$ cat src/rtl/alu_op_sequencer.sv
// -----------------------------------------------------------------------------
// alu_op_sequencer
//
// Multi-cycle controller for the four-operation lab ALU working on unsigned
// operands. Add and subtract finish in a single execute cycle. Multiply is an
// iterative shift-add (LSB first) and divide is restoring division (MSB first).
// Both iterative operations retire one bit per clock.
//
// The results feed the 7-segment display driver. For that reason every output
// register is written only on entry to DONE and then holds until the next
// operation completes.
//
// Ports:
//   clk        : system clock, rising edge
//   rst        : asynchronous active-low reset
//   portA      : operand A (unsigned, W bits)
//   portB      : operand B (unsigned, W bits)
//   opcode     : 0=add, 1=sub, 2=mul, 3=div
//   start      : operation request, only honoured in IDLE
//   busy       : high from the cycle after start is accepted through DONE
//   done       : one-cycle completion pulse
//   result     : sum, |difference|, product or quotient (2W bits)
//   remainder  : division remainder (0 for non-divide opcodes)
//   signoresta : subtraction sign (A < B)
//   div_zero   : divide by zero flag
//
// W must be at least 2. The quotient shift register drops its MSB on every
// step.
// -----------------------------------------------------------------------------
module alu_op_sequencer #(
    parameter int W = 3
) (
    input  logic             clk,
    input  logic             rst,
    input  logic [W-1:0]     portA,
    input  logic [W-1:0]     portB,
    input  logic [1:0]       opcode,
    input  logic             start,
    output logic             busy,
    output logic             done,
    output logic [2*W-1:0]   result,
    output logic [W-1:0]     remainder,
    output logic             signoresta,
    output logic             div_zero
);

    localparam int            CW        = $clog2(W) + 1;
    localparam logic [CW-1:0] LAST_ITER = CW'(W - 1);
    localparam logic [CW-1:0] CNT_ONE   = CW'(1);

    localparam logic [1:0] OP_ADD = 2'd0;
    localparam logic [1:0] OP_SUB = 2'd1;
    localparam logic [1:0] OP_MUL = 2'd2;
    localparam logic [1:0] OP_DIV = 2'd3;

    typedef enum logic [1:0] {
        ST_IDLE = 2'd0,
        ST_EXEC = 2'd1,
        ST_DONE = 2'd2
    } state_e;

    state_e         state_q,     state_d;
    logic [1:0]     op_q,        op_d;
    logic [W-1:0]   a_q,         a_d;         // A; becomes quotient shifter in div
    logic [W-1:0]   b_q,         b_d;         // B; shifted right as multiplier in mul
    logic [2*W-1:0] acc_q,       acc_d;       // product accumulator
    logic [2*W-1:0] mcand_q,     mcand_d;     // A << i for the current mul step
    logic [W-1:0]   rem_q,       rem_d;       // partial remainder in div
    logic [CW-1:0]  cnt_q,       cnt_d;
    logic           busy_q,      busy_d;
    logic           done_q,      done_d;
    logic [2*W-1:0] result_q,    result_d;
    logic [W-1:0]   remainder_q, remainder_d;
    logic           signo_q,     signo_d;
    logic           divz_q,      divz_d;

    logic [W:0]     add_sum_s;
    logic [W-1:0]   diff_ab_s;
    logic [W-1:0]   diff_ba_s;
    logic           a_ge_b_s;
    logic [2*W-1:0] acc_next_s;
    logic [W:0]     partial_s;
    logic [W:0]     trial_s;
    logic           qbit_s;
    logic [W-1:0]   rem_next_s;
    logic [W-1:0]   quot_next_s;
    logic           last_iter_s;
    logic           b_zero_s;

    // Datapath helpers shared by the execute step.
    assign add_sum_s   = {1'b0, a_q} + {1'b0, b_q};
    assign diff_ab_s   = a_q - b_q;
    assign diff_ba_s   = b_q - a_q;
    assign a_ge_b_s    = (a_q >= b_q);
    assign acc_next_s  = b_q[0] ? (acc_q + mcand_q) : acc_q;
    // Restoring step: bring the next dividend bit (a_q MSB) into the remainder.
    assign partial_s   = {rem_q, a_q[W-1]};
    assign trial_s     = partial_s - {1'b0, b_q};
    assign qbit_s      = ~trial_s[W];
    // A restored partial value is below B, so it always fits in W bits.
    assign rem_next_s  = trial_s[W] ? partial_s[W-1:0] : trial_s[W-1:0];
    assign quot_next_s = {a_q[W-2:0], qbit_s};
    assign last_iter_s = (cnt_q == LAST_ITER);
    assign b_zero_s    = (b_q == {W{1'b0}});

    // Next-state, datapath and output-register update logic.
    always_comb begin
        state_d     = state_q;
        op_d        = op_q;
        a_d         = a_q;
        b_d         = b_q;
        acc_d       = acc_q;
        mcand_d     = mcand_q;
        rem_d       = rem_q;
        cnt_d       = cnt_q;
        result_d    = result_q;
        remainder_d = remainder_q;
        signo_d     = signo_q;
        divz_d      = divz_q;
        busy_d      = 1'b0;
        done_d      = 1'b0;

        case (state_q)
            ST_IDLE: begin
                if (start) begin
                    state_d = ST_EXEC;
                    op_d    = opcode;
                    a_d     = portA;
                    b_d     = portB;
                    acc_d   = {(2*W){1'b0}};
                    mcand_d = {{W{1'b0}}, portA};
                    rem_d   = {W{1'b0}};
                    cnt_d   = {CW{1'b0}};
                end else begin
                    state_d = ST_IDLE;
                end
            end

            ST_EXEC: begin
                case (op_q)
                    OP_ADD: begin
                        result_d    = {{(W-1){1'b0}}, add_sum_s};
                        remainder_d = {W{1'b0}};
                        signo_d     = 1'b0;
                        divz_d      = 1'b0;
                        state_d     = ST_DONE;
                    end

                    OP_SUB: begin
                        if (a_ge_b_s) begin
                            result_d = {{W{1'b0}}, diff_ab_s};
                            signo_d  = 1'b0;
                        end else begin
                            result_d = {{W{1'b0}}, diff_ba_s};
                            signo_d  = 1'b1;
                        end
                        remainder_d = {W{1'b0}};
                        divz_d      = 1'b0;
                        state_d     = ST_DONE;
                    end

                    OP_MUL: begin
                        acc_d   = acc_next_s;
                        mcand_d = mcand_q << 1;
                        b_d     = b_q >> 1;
                        if (last_iter_s) begin
                            result_d    = acc_next_s;
                            remainder_d = {W{1'b0}};
                            signo_d     = 1'b0;
                            divz_d      = 1'b0;
                            state_d     = ST_DONE;
                        end else begin
                            cnt_d   = cnt_q + CNT_ONE;
                            state_d = ST_EXEC;
                        end
                    end

                    OP_DIV: begin
                        if (b_zero_s) begin
                            // No iterations: saturated quotient, dividend as remainder.
                            result_d    = {{W{1'b0}}, {W{1'b1}}};
                            remainder_d = a_q;
                            signo_d     = 1'b0;
                            divz_d      = 1'b1;
                            state_d     = ST_DONE;
                        end else begin
                            rem_d = rem_next_s;
                            a_d   = quot_next_s;
                            if (last_iter_s) begin
                                result_d    = {{W{1'b0}}, quot_next_s};
                                remainder_d = rem_next_s;
                                signo_d     = 1'b0;
                                divz_d      = 1'b0;
                                state_d     = ST_DONE;
                            end else begin
                                cnt_d   = cnt_q + CNT_ONE;
                                state_d = ST_EXEC;
                            end
                        end
                    end

                    default: begin
                        state_d = ST_IDLE;
                    end
                endcase
            end

            ST_DONE: begin
                state_d = ST_IDLE;
            end

            default: begin
                state_d = ST_IDLE;
            end
        endcase

        // busy and done are registered from the next state so that they line up
        // with the state they describe.
        busy_d = (state_d != ST_IDLE);
        done_d = (state_d == ST_DONE);
    end

    // State, datapath and output registers with asynchronous active-low reset.
    always_ff @(posedge clk or negedge rst) begin
        if (!rst) begin
            state_q     <= ST_IDLE;
            op_q        <= 2'd0;
            a_q         <= {W{1'b0}};
            b_q         <= {W{1'b0}};
            acc_q       <= {(2*W){1'b0}};
            mcand_q     <= {(2*W){1'b0}};
            rem_q       <= {W{1'b0}};
            cnt_q       <= {CW{1'b0}};
            busy_q      <= 1'b0;
            done_q      <= 1'b0;
            result_q    <= {(2*W){1'b0}};
            remainder_q <= {W{1'b0}};
            signo_q     <= 1'b0;
            divz_q      <= 1'b0;
        end else begin
            state_q     <= state_d;
            op_q        <= op_d;
            a_q         <= a_d;
            b_q         <= b_d;
            acc_q       <= acc_d;
            mcand_q     <= mcand_d;
            rem_q       <= rem_d;
            cnt_q       <= cnt_d;
            busy_q      <= busy_d;
            done_q      <= done_d;
            result_q    <= result_d;
            remainder_q <= remainder_d;
            signo_q     <= signo_d;
            divz_q      <= divz_d;
        end
    end

    assign busy       = busy_q;
    assign done       = done_q;
    assign result     = result_q;
    assign remainder  = remainder_q;
    assign signoresta = signo_q;
    assign div_zero   = divz_q;

endmodule

$ cat config.mk
export PLATFORM = sky130hd
export DESIGN_NAME = alu_op_sequencer
export DESIGN_NICKNAME = d
export VERILOG_FILES = /design/src/rtl/alu_op_sequencer.sv
export SDC_FILE = /design/constraint.sdc
export NUM_CORES = 1
export LEC_CHECK = 0
export ABC_AREA = 1
export CORE_MARGIN = 5
export CORE_UTILIZATION = 50
export DETAILED_ROUTE_END_ITERATION = 16
export GPL_TIMING_DRIVEN = 0
export PLACE_DENSITY_LB_ADDON = 0.2
export REMOVE_ABC_BUFFERS = 1
export SYNTH_ARGS = -nofsm -noshare
export SYNTH_HDL_FRONTEND = slang
export SYNTH_SLANG_ARGS = --single-unit
$ cat constraint.sdc
create_clock -name clk -period 2.5 [get_ports clk]
set_clock_uncertainty 0.1 [all_clocks]
set_input_delay 0.5 -clock clk [delete_from_list [all_inputs] [get_ports clk]]
set_output_delay 0.5 -clock clk [all_outputs]
set_load 0.01 [all_outputs]
==> impl_metrics.csv <==
group,metric,value,unit
sta,timing.max_slew.rel_slack,61.07,%
min_path,worst_hold_path_type,"reg2reg",
synthesis,synth.ff_latch_count,41,
placed_design,number_of_port_buffers,23,
synthesis,netlist_instances,331,
sta,max_slew.worst_pin.slew,0.5839,ns
synthesis,synth_compound_gate_area_share,12.99,%
worst_setup_path,worst_path_max_delay_cell,"dfrtp_1",
sta,pins_over_slew_limit,0,
cts,worst_skew_pair.late_latency,0.30,ns
global_routing,grt_pass1_vias,2191,
cts,post_cts.resized_instances,0,
synthesis,synth_top_cell_by_area,"dfrtp_1",
synthesis,yosys_warnings,0,
floorplanning,floorplan.die.width,83.18,um
global_routing,grt-ovfl-total,0,
floorplanning,floorplan.initialDensity,52.09,%
synthesis,ys_top_cells_by_area,"dfrtp_1, nand2_1, ha_1",
pwr,p_int,2020,uW
synthesis,main_combinational_cell_family_by_area_after_synthesis,"simple AND/OR/NAND/NOR gates",
synthesis,synthAdderAreaFrac,12.15,%
pwr,p_per_area,1312,nW/um^2
pwr,share_seq_of_total_power,29.5,%
cts,htree_levels,2,
sta,final.period_utilization,86.42,%
pwr,power_leakage,0.001526,uW
route,detailedRoute.firstIterationViolations,190,
placed_design,placed_cells_incl_taps,419,
layout,layout_commonest_cell,"nand2_1",
worst_setup_path,timing.critical_path.required,2.59,ns
synthesis,synth_sequential_area_ratio,38.32,%
layout,areaGrowthSynthToFinish,13.69,%
job,max_cap_viol_count,0,
worst_setup_path,worst-endpoint-arrival,2.25,ns
route,dr_total_vias,2208,
sta,min_period,2.161,ns
pwr,net-switching-power,1974,uW
worst_setup_path,path_cells,"inv_8 -> ha_1 -> inv_1 -> fa_1 -> nand3b_1 -> nand3_1 -> nand3_1 -> nand2_1 -> nand2_1",
cts,cts_hold_buffers,1,
synthesis,synth_edf_count,0,
worst_setup_path,largest_fanout_on_the_critical_path,12,
worst_setup_path,criticalPathCategory,"reg2reg",
global_routing,grtUsageTotal,18.34,%
global_routing,grt_antenna_before_repair,0,
synthesis,synth-simple-area-share,25.05,%
floorplanning,design.portCount,24,
route,drt-total-wl,5.883,mm
pwr,sw_share,49.43,%
layout,layout.cells.non_filler,428,
floorplanning,dieHeight,83.18,um
global_routing,grt_first_pass_wirelength,10.45,mm
pwr,power_frac_clock,11.0,%
route,drc_errors,0,
pwr,combPwrFrac,59.5,%
floorplanning,die_footprint,6919,um^2
sta,fmaxAchievable,462.8,MHz
cts,number_of_buffers_inserted_to_repair_setup_after_cts,0,
sta,setup_violations,0,
worst_setup_path,critPathLaunchType,"flip-flop",
sta,setup_total_negative_slack,0,ns
worst_setup_path,critical_path.endpoint_type,"flip-flop",
route,vias_per_cell,5.159,
synthesis,yosys.cell_types.count,38,
layout,num-nets-final,391,
outcome,status,"finished clean",
cts,cts_buffer_depth,2,
sta,final-hold-violation-count,0,
global_routing,grt_start_max_net_pins,32,
route,antenna_violating_nets_post_route,0,
cts,tritoncts,"yes",
placed_design,gp_congestion,0.8423,
route,detail_route.wl_per_cell,13.75,um
layout,diodes,0,
cts,cts.reportedPaths.clkPinSlew,0.08,ns
synthesis,synth.area.mux_share,0,%
worst_setup_path,cp_slowest_stage_delay,0.72,ns
layout,drive_above_1_share,9.497,%
floorplanning,floorplan.rows,26,
synthesis,postSynthAreaPerCell,8.089,um^2
synthesis,synth_xor_area_share,1.308,%
synthesis,async_s_r_ff_share_synth,100.0,%
sta,unrepaired_setup_endpoints_after_global_routing,"no",
route,firstDrtPassIters,4,
cts,cts_num_sinks,41,
synthesis,mappedNetlistArea,2678,um^2
placed_design,dpl.hpwl,4.377,mm
layout,most-common-layout-cells,"nand2_1, inv_1, dfrtp_1",
pwr,ir_drop,681.2,uV
synthesis,synth_top_flop_cell,"dfrtp_1",
synthesis,post-synth-top-area-fraction,38.32,%
cts,cts_inserted_buffers,5,
sta,timing.hold.ws,0.3864,ns
cts,cts_root_buf,"clkbuf_8",
floorplanning,floorplan.core_area,5140,um^2
layout,num-fill-cells,494,
==> stage by stage <==
step / power, uW / worst slack (ns) / util, % / area [um^2]
floorplan: 2874 / 0.6492 / - / 2615
global placement: 3474 / -0.2828 / 57.06 / 2933
detailed placement: 3543 / 0.3394 / 57.35 / 2948
CTS: 4012 / 0.3197 / 59.23 / 3044
global route: 4404 / 0.1891 / 59.23 / 3044
finish: 3994 / 0.3394 / 59.23 / 3044
==> flip-flops by register name, summed over array words and instances, names as in the netlist <==
signal,cells
a_q,3
acc_q,6
b_q,3
busy,1
cnt_q,3
div_zero,1
done,1
mcand_q,6
op_q,2
rem_q,3
remainder,3
result,6
signoresta,1
state_q,2
==> worst max-delay path: cells and delay by family, from the launching register on <==
family,cells,cell delay (ns)
flip-flops,1,0.72
adder cells (fa/ha/maj),2,0.61
AND/OR/NAND/NOR,5,0.44
buffers and inverters,2,0.17
==> metal layers <==
metal | wire [um] | part of all wire [%] | vias up | track usage, %
met3 | 358 | 6.1 | 15 | 4.059
li1 | - | - | 1112 | -
met2 | 2633 | 45 | 58 | 28.06
met5 | 0 | 0 | - | 0
met4 | 109 | 1.9 | 0 | 6.389
met1 | 2781 | 47 | 1023 | 25.60
==> final timing paths <==
check,slack (ns),cells after the start,from,to
min in group asynchronous,0.53,2,rst,acc_q[1]
min,0.39,2,result[1],result[1]
max,0.34,9,b_q[0],result[1]
max in group asynchronous,1.31,3,rst,a_q[0]
min reg2reg,0.39,2,result[1],result[1]
max reg2reg,0.34,9,b_q[0],result[1]
==> power groups by stage <==
| stage | clock network (uW) | logic [uW] | registers [uW] |
|---|---|---|---|
| floorplan | 0 | 1700 | 1170 |
| global placement | 0 | 2290 | 1180 |
| detailed placement | 0 | 2350 | 1190 |
| CTS | 449 | 2380 | 1180 |
| global route | 475 | 2710 | 1220 |
| finish | 439 | 2380 | 1180 |
==> cells by family after synthesis <==
| kind of cell | after synthesis |
|---|---|
| DFF | 41 |
| and+or+nand+nor | 151 |
| adders and majority gates | 23 |
| buffers and inverters | 58 |
| AOI/OAI and AO/OA | 54 |
| xor gates and xnor gates | 4 |
==> cells in the mapped netlist (2+ instances only) <==
cell      number
a21oi_1        7
buf_4          2
buf_6          2
dfrtp_1       41
fa_1           5
ha_1          18
inv_1         44
inv_2          4
nand2_1      105
nand3_1       25
nand4_1        2
nor2_1         9
nor2_4         3
o211ai_1       3
o21ai_0       25
o21ai_2        5
o21ai_4        2
o221ai_1       2
o22ai_1        5
xnor2_1        4
==> area by class of cell <==
cell class	instances	area (um^2)	area share, %
multi-input cells	232	1379	45.29
inverters	52	210.2	6.905
clock inverters	3	17.52	0.5754
flip-flops and latches	41	1026	33.70
repair buffers	25	255.2	8.385
clock buffers	5	68.82	2.261
well taps	70	87.58	2.877
(Power assumes the default switching activity.)
